===== src/rtl/dll_ctl_pkg.sv =====
// Shared types and helpers for the DLL code tracker: FSM state encoding,
// error counter width and a counter-width helper.
package dll_ctl_pkg;

  typedef enum logic [2:0] {
    IDLE,
    PWRUP,
    WAIT_LOCK,
    UPDATE,
    SETTLE,
    PUBLISH,
    TRACK
  } dll_state_t;

  localparam int ERR_W = 8;

  // Bits needed to hold values 0..max_count; never narrower than one bit.
  function automatic int cnt_width(input int max_count);
    return (max_count < 2) ? 1 : $clog2(max_count + 1);
  endfunction

endpackage


===== src/rtl/dll_code_tracker_if.sv =====
// Code distribution bus between the tracker (master) and its delay-line
// consumers (slave): shared code plus per-channel req/ack.
interface dll_code_tracker_if #(
  parameter int CODE_W = 8,
  parameter int NUM_CH = 2
);

  logic [CODE_W-1:0] code_out;
  logic [NUM_CH-1:0] ch_upd_req;
  logic [NUM_CH-1:0] ch_upd_ack;

  modport master (output code_out, output ch_upd_req, input ch_upd_ack);
  modport slave  (input code_out, input ch_upd_req, output ch_upd_ack);

endinterface


===== src/rtl/dll_lock_filter.sv =====
// DLL lock qualifier: counts consecutive lock-high cycles while armed and
// flags a lock loss after two consecutive lock-low cycles.
module dll_lock_filter
  import dll_ctl_pkg::*;
#(
  parameter int LOCK_FILT = 16
) (
  input  logic clk,
  input  logic reset,
  input  logic enable,
  input  logic dll_lock,
  output logic lock_ok,
  output logic lock_loss
);

  localparam int FW = cnt_width(LOCK_FILT);
  localparam logic [FW-1:0] FILT_LAST = FW'(LOCK_FILT - 1);

  logic [FW-1:0] high_cnt;
  logic          low_q;

  // The high counter only runs while armed, so lock seen during power-up
  // never counts towards the filter.
  always_ff @(posedge clk) begin
    if (reset) begin
      high_cnt <= '0;
      low_q    <= 1'b0;
    end else begin
      low_q <= ~dll_lock;
      if (!enable || !dll_lock) begin
        high_cnt <= '0;
      end else if (high_cnt != FILT_LAST) begin
        high_cnt <= high_cnt + 1'b1;
      end
    end
  end

  assign lock_ok   = enable && dll_lock && (high_cnt == FILT_LAST);
  assign lock_loss = ~dll_lock & low_q;

endmodule


===== src/rtl/dll_code_tracker.sv =====
// DLL code manager: sequences DLL power-up, qualifies lock, refreshes and
// filters the delay code, and publishes it to NUM_CH consumers via req/ack.
module dll_code_tracker
  import dll_ctl_pkg::*;
#(
  parameter int CODE_W       = 8,
  parameter int NUM_CH       = 2,
  parameter int PWRUP_WAIT   = 64,
  parameter int LOCK_FILT    = 16,
  parameter int LOCK_TIMEOUT = 4096,
  parameter int CODE_SETTLE  = 4,
  parameter int UPD_PERIOD   = 1024,
  parameter int HYST         = 1
) (
  input  logic              clk,
  input  logic              reset,
  input  logic              enable,
  input  logic              dll_lock,
  input  logic              dll_delay_diff,
  input  logic [CODE_W-1:0] dll_code,
  output logic              dll_powerdown_n,
  output logic              dll_code_update,
  output logic              locked,
  output logic              lock_lost,
  output logic [ERR_W-1:0]  err_cnt,
  dll_code_tracker_if.master ch_bus
);

  localparam int MAX_A   = (PWRUP_WAIT > CODE_SETTLE) ? PWRUP_WAIT : CODE_SETTLE;
  localparam int MAX_B   = (LOCK_TIMEOUT > UPD_PERIOD) ? LOCK_TIMEOUT : UPD_PERIOD;
  localparam int CNT_MAX = (MAX_A > MAX_B) ? MAX_A : MAX_B;
  localparam int CNT_W   = cnt_width(CNT_MAX);
  localparam int DW      = CODE_W + 1;

  localparam logic [CNT_W-1:0] PWRUP_LAST   = CNT_W'(PWRUP_WAIT - 1);
  localparam logic [CNT_W-1:0] TIMEOUT_LAST = CNT_W'(LOCK_TIMEOUT - 1);
  localparam logic [CNT_W-1:0] SETTLE_LAST  = CNT_W'(CODE_SETTLE - 1);
  localparam logic [CNT_W-1:0] PERIOD_LAST  = CNT_W'(UPD_PERIOD - 1);
  localparam logic [DW-1:0]    HYST_W       = DW'(HYST);

  dll_state_t        state, state_n;
  logic [CNT_W-1:0]  cnt, cnt_n;
  logic [CODE_W-1:0] code_q, code_n;
  logic [NUM_CH-1:0] req_q, req_n;
  logic              locked_q, locked_n;
  logic              first_q, first_n;
  logic              lost_q, lost_n;
  logic              pdn_q, upd_q;
  logic [ERR_W-1:0]  err_q;
  logic              err_inc;

  logic              lock_ok, lock_loss, lock_active;
  logic [DW-1:0]     cap_ext, pub_ext, code_diff;

  dll_lock_filter #(.LOCK_FILT(LOCK_FILT)) u_lock_filter (
    .clk       (clk),
    .reset     (reset),
    .enable    (state == WAIT_LOCK),
    .dll_lock  (dll_lock),
    .lock_ok   (lock_ok),
    .lock_loss (lock_loss)
  );

  // Unsigned distance between the freshly settled code and the published one.
  assign cap_ext     = {1'b0, dll_code};
  assign pub_ext     = {1'b0, code_q};
  assign code_diff   = (cap_ext >= pub_ext) ? (cap_ext - pub_ext) : (pub_ext - cap_ext);
  assign lock_active = (state inside {UPDATE, SETTLE, PUBLISH, TRACK});

  // Next-state logic; disable beats lock loss, which beats normal sequencing.
  always_comb begin
    state_n  = state;
    cnt_n    = cnt + 1'b1;
    code_n   = code_q;
    req_n    = req_q;
    locked_n = locked_q;
    first_n  = first_q;
    lost_n   = 1'b0;
    err_inc  = 1'b0;

    if (!enable) begin
      state_n  = IDLE;
      cnt_n    = '0;
      req_n    = '0;
      locked_n = 1'b0;
      first_n  = 1'b1;
    end else if (lock_active && lock_loss) begin
      state_n  = WAIT_LOCK;
      cnt_n    = '0;
      req_n    = '0;
      locked_n = 1'b0;
      lost_n   = 1'b1;
      err_inc  = 1'b1;
    end else begin
      case (state)
        IDLE: begin
          state_n = PWRUP;
          cnt_n   = '0;
        end
        PWRUP: begin
          if (cnt == PWRUP_LAST) begin
            state_n = WAIT_LOCK;
            cnt_n   = '0;
          end
        end
        WAIT_LOCK: begin
          if (lock_ok) begin
            state_n = UPDATE;
            cnt_n   = '0;
          end else if (cnt == TIMEOUT_LAST) begin
            state_n = IDLE;
            cnt_n   = '0;
            err_inc = 1'b1;
          end
        end
        UPDATE: begin
          state_n = SETTLE;
          cnt_n   = '0;
        end
        SETTLE: begin
          if (cnt == SETTLE_LAST) begin
            cnt_n = '0;
            if (first_q || (code_diff > HYST_W)) begin
              code_n  = dll_code;
              req_n   = '1;
              first_n = 1'b0;
              state_n = PUBLISH;
            end else begin
              state_n = TRACK;
            end
          end
        end
        PUBLISH: begin
          req_n = req_q & ~ch_bus.ch_upd_ack;
          if (req_q == '0) begin
            locked_n = 1'b1;
            state_n  = TRACK;
            cnt_n    = '0;
          end
        end
        TRACK: begin
          if (dll_delay_diff || (cnt == PERIOD_LAST)) begin
            state_n = UPDATE;
            cnt_n   = '0;
          end
        end
        default: begin
          state_n = IDLE;
          cnt_n   = '0;
        end
      endcase
    end
  end

  // Outputs are registered from the next state so they line up with it.
  always_ff @(posedge clk) begin
    if (reset) begin
      state    <= IDLE;
      cnt      <= '0;
      code_q   <= '0;
      req_q    <= '0;
      locked_q <= 1'b0;
      first_q  <= 1'b1;
      lost_q   <= 1'b0;
      pdn_q    <= 1'b0;
      upd_q    <= 1'b0;
      err_q    <= '0;
    end else begin
      state    <= state_n;
      cnt      <= cnt_n;
      code_q   <= code_n;
      req_q    <= req_n;
      locked_q <= locked_n;
      first_q  <= first_n;
      lost_q   <= lost_n;
      pdn_q    <= (state_n != IDLE);
      upd_q    <= (state_n == UPDATE);
      if (err_inc && (err_q != '1)) begin
        err_q <= err_q + 1'b1;
      end
    end
  end

  assign dll_powerdown_n   = pdn_q;
  assign dll_code_update   = upd_q;
  assign locked            = locked_q;
  assign lock_lost         = lost_q;
  assign err_cnt           = err_q;
  assign ch_bus.code_out   = code_q;
  assign ch_bus.ch_upd_req = req_q;

endmodule


===== src/flat_wrapper.sv =====
// flat-port wrapper written by rule: the top's interface ports become plain ports
module dll_code_tracker_flat import dll_ctl_pkg::*;
#(
  parameter int CODE_W       = 8,
  parameter int NUM_CH       = 2,
  parameter int PWRUP_WAIT   = 64,
  parameter int LOCK_FILT    = 16,
  parameter int LOCK_TIMEOUT = 4096,
  parameter int CODE_SETTLE  = 4,
  parameter int UPD_PERIOD   = 1024,
  parameter int HYST         = 1
)
  (clk, reset, enable, dll_lock, dll_delay_diff, dll_code, dll_powerdown_n, dll_code_update, locked, lock_lost, err_cnt, ch_bus_code_out, ch_bus_ch_upd_req, ch_bus_ch_upd_ack);
  dll_code_tracker_if #(.CODE_W(CODE_W), .NUM_CH(NUM_CH)) ch_bus_i ();
  input  logic clk;
  input  logic reset;
  input  logic enable;
  input  logic dll_lock;
  input  logic dll_delay_diff;
  input  logic [CODE_W-1:0] dll_code;
  output logic dll_powerdown_n;
  output logic dll_code_update;
  output logic locked;
  output logic lock_lost;
  output logic [ERR_W-1:0] err_cnt;
  output wire logic [$bits(ch_bus_i.code_out)-1:0] ch_bus_code_out;
  output wire logic [$bits(ch_bus_i.ch_upd_req)-1:0] ch_bus_ch_upd_req;
  input wire logic [$bits(ch_bus_i.ch_upd_ack)-1:0] ch_bus_ch_upd_ack;
  assign ch_bus_code_out = ch_bus_i.code_out;
  assign ch_bus_ch_upd_req = ch_bus_i.ch_upd_req;
  assign ch_bus_i.ch_upd_ack = ch_bus_ch_upd_ack;
  dll_code_tracker #(.CODE_W(CODE_W), .NUM_CH(NUM_CH), .PWRUP_WAIT(PWRUP_WAIT), .LOCK_FILT(LOCK_FILT), .LOCK_TIMEOUT(LOCK_TIMEOUT), .CODE_SETTLE(CODE_SETTLE), .UPD_PERIOD(UPD_PERIOD), .HYST(HYST)) u_core (.clk(clk), .reset(reset), .enable(enable), .dll_lock(dll_lock), .dll_delay_diff(dll_delay_diff), .dll_code(dll_code), .dll_powerdown_n(dll_powerdown_n), .dll_code_update(dll_code_update), .locked(locked), .lock_lost(lock_lost), .err_cnt(err_cnt), .ch_bus(ch_bus_i));
endmodule

===== config.mk =====
export PLATFORM = sky130hd
export DESIGN_NAME = dll_code_tracker_flat
export DESIGN_NICKNAME = d
export VERILOG_FILES = /design/src/rtl/dll_ctl_pkg.sv /design/src/rtl/dll_code_tracker_if.sv /design/src/rtl/dll_lock_filter.sv /design/src/rtl/dll_code_tracker.sv /design/src/flat_wrapper.sv
export SDC_FILE = /design/constraint.sdc
export NUM_CORES = 1
export LEC_CHECK = 0
export ABC_AREA = 1
export BUFFER_PORTS_ARGS = -buffer_cell sky130_fd_sc_hd__buf_2
export CAP_MARGIN = 20
export CORE_MARGIN = 2
export CORE_UTILIZATION = 59
export CTS_CLUSTER_SIZE = 14
export DETAILED_ROUTE_END_ITERATION = 12
export GPL_TIMING_DRIVEN = 1
export PLACE_DENSITY = 0.87
export SKIP_CTS_REPAIR_TIMING = 1
export SYNTH_ARGS = -nofsm -noshare
export SYNTH_HDL_FRONTEND = slang
export SYNTH_HIERARCHICAL = 1
export SYNTH_SLANG_ARGS = --single-unit

===== constraint.sdc =====
create_clock -name clk -period 2.95 [get_ports clk]
set_input_delay 0.1475 -clock clk [delete_from_list [all_inputs] [get_ports clk]]
set_output_delay 0.1475 -clock clk [all_outputs]
set_load 0.01 [all_outputs]

==> results of run 1 <==
## worst max-delay path: cells and delay by family, from the launching register on
family | cells | cell delay [ns]
buf+inv | 2 | 0.17
fa+ha+maj | 2 | 0.61
flops | 1 | 0.37
simple gates | 13 | 1.17
## registers in the layout (all words and copies together) (netlist names)
signal and cells:
u_core/cnt 13, u_core/ch_bus.code_out 8, u_core/err_cnt 8, u_core/u_lock_filter/high_cnt 5
u_core/state 3, u_core/ch_bus.ch_upd_req 2, u_core/dll_code_update 1, u_core/dll_powerdown_n 1
u_core/first_q 1, u_core/lock_lost 1, u_core/locked 1, u_core/u_lock_filter/low_q 1
## cell type report
class                   count  area, sq um
clock buffers               7        86.33
clock inverters             1        30.03
fillers                   493         1818
inverters                  93        349.1
multi-input cells         362         2018
flip-flops and latches     45        900.9
well taps                  72        90.09
repair buffers             36        180.2
## final timing paths
check	endpoint	slack [ns]	depth (start not counted)
hold / removal	u_core/u_lock_filter/low_q	0.04	2
hold reg to reg	u_core/cnt[0]	0.47	1
setup / recovery	u_core/dll_powerdown_n	0.50	17
setup reg to reg	u_core/dll_powerdown_n	0.50	17
## cell families (layout without fill, tap and decap cells)
kind of cell | after synthesis | in the layout | share of synthesized area [%]
AO/OA/AOI/OAI | 51 | 51 | 8.597
XOR/XNOR | 11 | 11 | 2.904
adder cells (fa/ha/maj) | 22 | 22 | 8.748
buffers and inverters | 99 | 137 | 12.03
flip-flops | 45 | 45 | 27.15
AND/OR/NAND/NOR | 278 | 278 | 40.57
## metal layers
layer,vias to the layer above,wire [um],track usage (%)
met5,-,0,0
met4,0,91,7.414
met3,8,388,3.182
met2,99,3715,47.12
met1,1470,3022,29.84
li1,1662,-,-
## per-stage QoR
stage	power [W]	util [%]	area, sq um	hold slack, ns
after CTS	0.001227	66.78	3655	0.03534
after global placement	0.0007524	64.65	3538	0.3518
final	0.001219	66.78	3655	0.03969
after global routing	0.001267	66.78	3655	0.03915
after floorplan	0.0007212	-	3318	0.2142
after detailed placement	0.0007543	64.65	3538	0.3577
## report_power, final
group          switching, W  internal [W]  leakage (nW)
logic             0.0000847     0.0000460          1.39
clock network      0.000201      0.000276        0.0585
registers        0.00000235      0.000609         0.363
total              0.000288      0.000931          1.81
## cells in the final DEF, fill, tap and decap left out, types with 8 or more instances in the layout
cell | synthesis | layout
nand3_1 | 39 | 39
nor3_1 | 13 | 13
nand2_1 | 125 | 125
nor2_2 | 14 | 14
dfxtp_1 | 45 | 45
ha_1 | 20 | 20
inv_1 | 89 | 89
nor2_1 | 47 | 47
buf_2 | 1 | 36
xor2_1 | 8 | 8
a21oi_1 | 32 | 32
nand2_2 | 8 | 8
==> impl_metrics.ini, run 1 <==
[cells_and_area]
antennaDiodeCount = 0
finalNetCount = 580
area_growth_pct = 10.14
drive_gt1_share_pct = 16.73
final_cells = 616

[synth]
ys_warn_count = 6
synth_cell_types = 36
synth_edf_count = 0
synth_commonest_cells = nand2_1 (125), inv_1 (89), nor2_1 (47)
synth_top_cells_by_area = dfxtp_1 (27%), nand2_1 (14%), inv_1 (10%)
netlist_area_sq_um = 3318
ys_seq_area_share_pct = 27.15
syn_inst = 506
synth_area_per_cell_sq_um = 6.558
synth_area_leader_cell = dfxtp_1
yosysMostFrequentCell = nand2_1
syn_nets = 543
synthArstFlopShare_pct = 0
synth_flop_cell = dfxtp_1
synth_seq_cells = 45
synth_top_cell_area_share_pct = 27.15

[critical_path]
cp_slowest_cell = fa_1
path_cells = inv_1, ha_1, fa_1, inv_1, nand3_1, nand2_1, nor2_1, nor2_1, nand2_1, nor2_1, nand3_1, nand2_2, nand2_4, nand2_1, nand2_1, nand2_1, nand3_1
worstPathRequired_ns = 3.14
path_max_fanout = 17
startpoint = u_core/ch_bus.code_out[0]
crit_type = flip-flop to flip-flop
cp-start-kind = flip-flop
cp-end-kind = flip-flop
cp_common_cell = nand2_1
critPathMaxStageDelay_ns = 0.41
r2r_start = u_core/ch_bus.code_out[0]
arrival_ns = 2.64

[global_route]
grt_use_total_pct = 25.19
overflow = 0
grt_max_degree = 18
antenna_found_initial = 0
grt_pass1_wl_mm = 12.94
grt_pass1_vias = 3054

[sta]
max_slew_margin_pct = 55.60
final.setup.worst_slack_ns = 0.5025
max_clock_freq_mhz = 408.6
setup_viol = 0
fin_worst_skew_ns = 0.004939
fin_crit_sh_pct = 82.97
rsz0062_at_grt = no
hold_viol_final = 0
period_needed_ns = 2.448
worstMarginPinSlew_ns = 0.6628
slew_violations = 0
fin_tns_setup_ns = 0

[worst_hold_path]
hp-class = input pin to flip-flop
hp-start = dll_lock

[placed_design]
pre_cts_slack_ns = 0.5684
hpwlAfterDp_mm = 5.691
port_buffers = 36
dpl.cell_count = 608
routabilityCongestion = 0.9306

[clocking]
htreeDepth = 2
cts.reportedPaths.clkPinSlew_ns = 0.08
clkSinkCount = 45
cts_root_buf = clkbuf_8
clk_path_buf_depth = 2
clk_latency_ns = 0.30
cts_tree = yes
numCtsBuffers = 5

[drt]
wire_per_inst_um = 11.72
viasPerCell = 5.258
drtIter0Drc = 181
drt-pass1-iter-count = 5
wl_mm = 7.217
dr_total_vias = 3239
ant_nets = 0
drc = 0

[pwr]
ir_drop_mv = 0.3704
leakage_nw = 1.814
power_density_nw_per_um2 = 333.6

[die]
rows = 27
dieArea_sq_um = 6240
core-area_sq_um = 5473
initial_core_util_pct = 60.63
fp.dieW_um = 79.00
ios = 37
dieHeight_um = 79.00

[outcome]
outcome = complete, no violations

[flow_run]
cap_viol_max_count = 0
No activity file was read; power rests on OpenSTA's default activity.
==> run 2, diff against run 1 <==
--- a/config.mk
+++ b/config.mk
@@ -5,15 +5,15 @@
 export SDC_FILE = /design/constraint.sdc
 export NUM_CORES = 1
 export LEC_CHECK = 0
-export ABC_AREA = 1
+export ABC_AREA = 0
 export BUFFER_PORTS_ARGS = -buffer_cell sky130_fd_sc_hd__buf_2
 export CAP_MARGIN = 20
 export CORE_MARGIN = 2
-export CORE_UTILIZATION = 59
+export CORE_UTILIZATION = 52
 export CTS_CLUSTER_SIZE = 14
 export DETAILED_ROUTE_END_ITERATION = 12
 export GPL_TIMING_DRIVEN = 1
-export PLACE_DENSITY = 0.87
+export PLACE_DENSITY = 0.83
 export SKIP_CTS_REPAIR_TIMING = 1
 export SYNTH_ARGS = -nofsm -noshare
 export SYNTH_HDL_FRONTEND = slang
==> constraint.sdc (replaced) <==
create_clock -name clk -period 2.2 [get_ports clk]
set_input_delay 0.11 -clock clk [delete_from_list [all_inputs] [get_ports clk]]
set_output_delay 0.11 -clock clk [all_outputs]
set_load 0.01 [all_outputs]
==> run 2 against run 1 <==
  * The flow now finishes with violations (negative hold slack, negative setup slack)
  * Non-clock buffer count is 55 higher
  * First-iteration DRC count down 8.3%
  * Highest routed layer unchanged
  * Clock-buffer cell count decreased by 2
  * Routed wire length shrank 2.2%
  * Via count is 16% lower
==> impl_metrics.ini, run 2 <==
[drt]
wl_mm = 7.059
wire_per_inst_um = 13.95
drtIter0Drc = 166
ant_nets = 0
drc = 0
viasPerCell = 5.387
dr_total_vias = 2726
drt-pass1-iter-count = 4

[synth]
synth_commonest_cells = dfxtp_1 (45), nor2_1 (44), inv_1 (28)
synth_seq_cells = 45
yosysMostFrequentCell = dfxtp_1
ys_warn_count = 6
netlist_area_sq_um = 2869
syn_inst = 348
synth_area_per_cell_sq_um = 8.244
synth_top_cells_by_area = dfxtp_1 (31%), ha_1 (8.7%), nor2_1 (5.8%)
syn_nets = 385
synth_top_cell_area_share_pct = 31.40
ys_seq_area_share_pct = 31.40
synth_edf_count = 0
synth_area_leader_cell = dfxtp_1
synthArstFlopShare_pct = 0
synth_cell_types = 51
synth_flop_cell = dfxtp_1

[worst_hold_path]
hp-start = ch_bus_ch_upd_ack[0]
holdPathEnd = u_core/ch_bus.ch_upd_req[0]
hp-class = input pin to flip-flop
hold_depth = 2

[cells_and_area]
final_area_sq_um = 3790
seqCellArea_sq_um = 915.9
largest-register = u_core/cnt
final_common_cell = buf_4
area_growth_pct = 32.10
fin_util_pct = 70.12
multi_input_area_sq_um = 1954
largest_register_ffs = 13
finalNetCount = 470
final_cell_mix = buf_4 (49), nor2_1 (41), dfxtp_1 (37)
n_fill_cell = 420
drive_gt1_share_pct = 32.72
antennaDiodeCount = 0
final_cells = 506

[critical_path]
worstPathRequired_ns = 2.38
arrival_ns = 2.67
crit_type = flip-flop to flip-flop
path_max_fanout = 4
cp-end-kind = flip-flop
cp-start-kind = flip-flop
r2r_slack_ns = -0.29
cp_slowest_cell = dfxtp_4
reg2regPathDepth = 10
critPathMaxStageDelay_ns = 0.38
r2r-end = u_core/dll_powerdown_n
cp.buffers_inverters = 1
path_delay_family = compound AO/OA/AOI/OAI gates
r2r_start = u_core/ch_bus.code_out[0]
path_cells = inv_2, ha_4, fa_2, xnor2_1, nor4b_2, nand4_1, a211oi_2, a211oi_1, o21ai_1, nand2_1

[sta]
hold_viol_final = 1
max_clock_freq_mhz = 401.6
rsz0062_at_grt = yes
holdWs_ns = -0.001985
final.setup.worst_slack_ns = -0.2898
setup_viol = 22
fin_worst_skew_ns = 0.01103
max_slew_margin_pct = 71.58
fin_tns_setup_ns = -4.329
period_needed_ns = 2.490
worstMarginPinSlew_ns = 0.4254
slew_violations = 0
fin_crit_sh_pct = 113.2

[die]
ios = 37
rows = 27
dieArea_sq_um = 6128
fp.dieW_um = 78.28
core-area_sq_um = 5405
dieHeight_um = 78.28
initial_core_util_pct = 53.08

[placed_design]
dpl.cell_count = 494
port_buffers = 36
place_area_sq_um = 3596
hpwlAfterDp_mm = 5.108
routabilityCongestion = 0.8483

[pwr]
leakage_nw = 1.756
ir_drop_mv = 0.2627
power_density_nw_per_um2 = 409.1

[flow_run]
cap_viol_max_count = 0

[outcome]
violations = negative hold slack, negative setup slack
outcome = complete, but fails checks

[global_route]
grt_pass1_wl_mm = 11.29
antenna_found_initial = 0
grt_max_degree = 27
overflow = 0
grt_pass1_vias = 2664
grt_use_total_pct = 22.84

[clocking]
clkSinkCount = 45
htreeDepth = 2
clk_path_buf_depth = 2
clk_latency_ns = 0.31
cts_tree = yes
cts.reportedPaths.clkPinSlew_ns = 0.09
cts_root_buf = clkbuf_8
numCtsBuffers = 5
## run 2: per-stage QoR
step | power (W) | setup slack, ns
finish | 0.001550 | -0.2898
floorplan | 0.0009457 | -0.2347
global placement | 0.001004 | -0.1821
global route | 0.001607 | -0.4088
CTS | 0.001553 | -0.2949
detailed placement | 0.001009 | -0.2108
## run 2: report_power, final
part           internal (W)  switching (W)  total [W]
sequential         0.000815     0.00000141   0.000816
combinational     0.0000852      0.0000960   0.000181
clock              0.000232       0.000321   0.000553
## run 2: layer usage
layer	global-route usage, %	share of wire, %
met5	0	0
met3	4.138	4.1
met2	41.47	52
met4	9.649	1.8
met1	26.25	42
## run 2: how the worst max path moves through the flow
stage          slack (ns)  cells past startpoint                      start                        end
2_1_floorplan       -0.23                      9              u_core/cnt[1]          u_core/err_cnt[7]
3_3_place_gp        -0.18                     11  u_core/ch_bus.code_out[0]     u_core/dll_code_update
3_5_place_dp        -0.21                     10  u_core/ch_bus.code_out[0]  u_core/ch_bus.code_out[0]
4_1_cts             -0.29                     11  u_core/ch_bus.code_out[0]  u_core/ch_bus.code_out[0]
5_1_grt             -0.41                     10  u_core/ch_bus.code_out[0]     u_core/dll_powerdown_n
6_report            -0.29                     10  u_core/ch_bus.code_out[0]     u_core/dll_powerdown_n
## run 2: worst register-to-register path: stages (launching register included)
cell and delay, ns:
dfxtp_4 0.38, inv_2 0.04, ha_4 0.15, fa_2 0.35, xnor2_1 0.16, nor4b_2 0.28, nand4_1 0.14, a211oi_2 0.29
a211oi_1 0.15, o21ai_1 0.29, nand2_1 0.11
## run 2: cell type report
cell class	count	share of cell area, %
timing repair buffer	91	16.44
clock inverter	3	0.6603
clock buffer	5	1.816
multi-input combinational	260	51.57
tap	72	2.377
sequential	45	24.17
inverter	30	2.971
## run 2: kinds of logic (layout without fill, tap and decap cells)
kind of cell | Yosys count | count (layout) | share of synthesized area (%)
simple gates | 140 | 140 | 27.30
compound gates | 59 | 59 | 12.87
mux | 11 | 11 | 3.838
xor+xnor | 28 | 28 | 8.548
fa+ha+maj | 22 | 22 | 10.12
buf+inv | 43 | 129 | 5.931
flops | 45 | 45 | 31.40
==> run 3, diff against run 2 <==
--- a/config.mk
+++ b/config.mk
@@ -17,5 +17,4 @@
 export SKIP_CTS_REPAIR_TIMING = 1
 export SYNTH_ARGS = -nofsm -noshare
 export SYNTH_HDL_FRONTEND = slang
-export SYNTH_HIERARCHICAL = 1
 export SYNTH_SLANG_ARGS = --single-unit
==> run 3 against run 2 <==
  * Largest cell class unchanged
  * Cell count shrank 3.8%
  * Via count shrank 1.0%
  * Clock power grew 15%
  * First-iteration DRC count grew 25%
  * Clock skew is essentially flat
  * Sequential cell count is the same
  * Core utilization grew 0.089 points
  * Critical path type unchanged
  * Die area shrank 2.3%
  * Synthesized area shrank 2.4%
  * Routed wire length shrank 1.3%
  * The flow finishes with violations (negative setup slack)
  * Final area shrank 4.8%
  * Worst setup slack lost 0.18 ns
==> impl_metrics.ini, run 3 <==
[outcome]
outcome = complete, but fails checks
violations = negative setup slack

[drt]
drtIter0Drc = 207
wl_mm = 6.967
drc = 0
viasPerCell = 5.540
ant_nets = 0
wire_per_inst_um = 14.31
drt-pass1-iter-count = 4
dr_total_vias = 2698

[cells_and_area]
largest_register_ffs = 13
antennaDiodeCount = 0
largest-register = u_core.cnt
drive_gt1_share_pct = 30.70
final_area_sq_um = 3608
n_fill_cell = 415
final_common_cell = buf_4
area_growth_pct = 28.92
final_cell_mix = buf_4 (50), nor2_1 (41), dfxtp_1 (40)
finalNetCount = 453
fin_util_pct = 70.20

[pwr]
power_density_nw_per_um2 = 455.6
ir_drop_mv = 0.4111
leakage_nw = 1.547

[critical_path]
cp-end-kind = flip-flop
critPathMaxStageDelay_ns = 0.52
cp-start-kind = flip-flop
worstPathRequired_ns = 2.44
r2r_start = u_core.ch_bus.code_out[0]
r2r_slack_ns = -0.47
crit_type = flip-flop to flip-flop
r2r-end = u_core.ch_bus.code_out[3]
cp_slowest_cell = fa_2
startpoint = u_core.ch_bus.code_out[0]
path_max_fanout = 8
reg2regPathDepth = 10
path_cells = ha_4, fa_2, nand2b_1, nor4_2, o311ai_1, a2111oi_2, o2111ai_1, and2_4, a41oi_4, a22o_1
arrival_ns = 2.91
path_delay_family = compound AO/OA/AOI/OAI gates
cp.buffers_inverters = 0

[die]
rows = 26
dieArea_sq_um = 5985
core-area_sq_um = 5140
initial_core_util_pct = 54.45
ios = 37
dieHeight_um = 77.37
fp.dieW_um = 77.37

[worst_hold_path]
hold_depth = 2
holdPathEnd = u_core.ch_bus.ch_upd_req[0]
hp-class = input pin to flip-flop
hp-start = ch_bus_ch_upd_ack[0]

[sta]
final.setup.worst_slack_ns = -0.4716
slew_violations = 0
max_slew_margin_pct = 67.49
fin_worst_skew_ns = 0.01099
period_needed_ns = 2.672
rsz0062_at_grt = yes
hold_viol_final = 0
max_clock_freq_mhz = 374.3
fin_crit_sh_pct = 121.4
setup_viol = 14
worstMarginPinSlew_ns = 0.4871

[synth]
synthArstFlopShare_pct = 0
synth_edf_count = 0
synth_top_cells_by_area = dfxtp_1 (32%), ha_1 (8.9%), nor2_1 (5.5%)
synth_top_family_by_area = simple AND/OR/NAND/NOR gates
syn_nets = 370
ys_seq_area_share_pct = 32.19
synth_area_per_cell_sq_um = 8.405
synth_area_leader_cell = dfxtp_1
yosys.area_share.adder_pct = 10.37
muxShareOfSynthArea_pct = 1.073
yosysMostFrequentCell = dfxtp_1
synth_top_cell_area_share_pct = 32.19
synth_seq_cells = 45
synth_commonest_cells = dfxtp_1 (45), nor2_1 (41), inv_1 (26)
synth_flop_cell = dfxtp_1
ys_warn_count = 0
synth-xor-area-share_pct = 7.823
syn_inst = 333
netlist_area_sq_um = 2799
synth_cell_types = 55
yosys.area_share.simple_pct = 24.23
synth_compound_area_share_pct = 18.69

[clocking]
clk_latency_ns = 0.30
clkSinkCount = 45
htreeDepth = 2
cts_tree = yes
cts.reportedPaths.clkPinSlew_ns = 0.09
cts_root_buf = clkbuf_8
clk_path_buf_depth = 2
numCtsBuffers = 5

[global_route]
grt_busiest_layer = met2
grt_pass1_vias = 2485
met1_usage_pct = 31.75
overflow = 0
antenna_found_initial = 0
grtUsageMet3_pct = 3.837
grt_use_total_pct = 23.26
grt_pass1_wl_mm = 11.47
use_met2_pct = 37.83
grt_max_degree = 15

[placed_design]
pre_cts_slack_ns = -0.4629
port_buffers = 36
place_area_sq_um = 3408
hpwlAfterDp_mm = 5.165
routabilityCongestion = 0.9200

[flow_run]
cap_viol_max_count = 0
-- run 3: metrics by stage --
| step | TNS (ns) | instances | power, W | hold WS [ns] |
|---|---|---|---|---|
| final | -5.759 | 487 | 0.001644 | 0.006049 |
| after global routing | -7.682 | 487 | 0.001707 | 0.009724 |
| after CTS | -5.793 | 483 | 0.001642 | -0.001102 |
| after detailed placement | -5.373 | 475 | 0.001017 | 0.3204 |
| after global placement | -5.029 | 475 | 0.001012 | 0.3135 |
| after floorplan | -2.144 | 333 | 0.0009365 | 0.1824 |
-- run 3: cells by family after synthesis --
family	Yosys count
mux	3
flops	45
fa+ha+maj	22
xor+xnor	25
buf+inv	38
simple gates	131
compound gates	69
-- run 3: final cells by class --
class	instances	area, sq um	share of cell area, %
multi-input combinational	251	1837	50.90
sequential	45	909.6	25.21
timing repair buffer	87	565.5	15.67
inverter	26	97.59	2.705
tap	70	87.58	2.427
clock buffer	6	72.57	2.011
clock inverter	2	38.79	1.075
-- run 3: worst reg2reg max path, stage by stage (launching register included) --
cell	delay [ns]
dfxtp_4	0.37
ha_4	0.16
fa_2	0.52
nand2b_1	0.07
nor4_2	0.23
o311ai_1	0.16
a2111oi_2	0.24
o2111ai_1	0.20
and2_4	0.20
a41oi_4	0.27
a22o_1	0.21
-- run 3: worst max path at each step --
| stage | end | slack (ns) | depth (start not counted) |
|---|---|---|---|
| 3_5_place_dp | u_core.ch_bus.code_out[5] | -0.46 | 10 |
| 6_report | u_core.ch_bus.code_out[3] | -0.47 | 10 |
| 2_1_floorplan | u_core.ch_bus.code_out[0] | -0.21 | 11 |
| 5_1_grt | u_core.ch_bus.code_out[3] | -0.62 | 11 |
| 3_3_place_gp | u_core.ch_bus.code_out[0] | -0.42 | 10 |
| 4_1_cts | u_core.ch_bus.code_out[5] | -0.50 | 10 |
-- run 3: power by group --
group / switching (W) / leakage [nW] / internal [W]
clock network: 0.000296 / 0.0554 / 0.000342
registers: 0.00000384 / 0.366 / 0.000816
logic: 0.0000995 / 1.13 / 0.0000871
-- run 3: metal layers --
layer,part of all wire (%),wire length [um]
met1,46,3202
met2,47,3294
met3,4.5,312
met4,2.3,157
met5,0,0
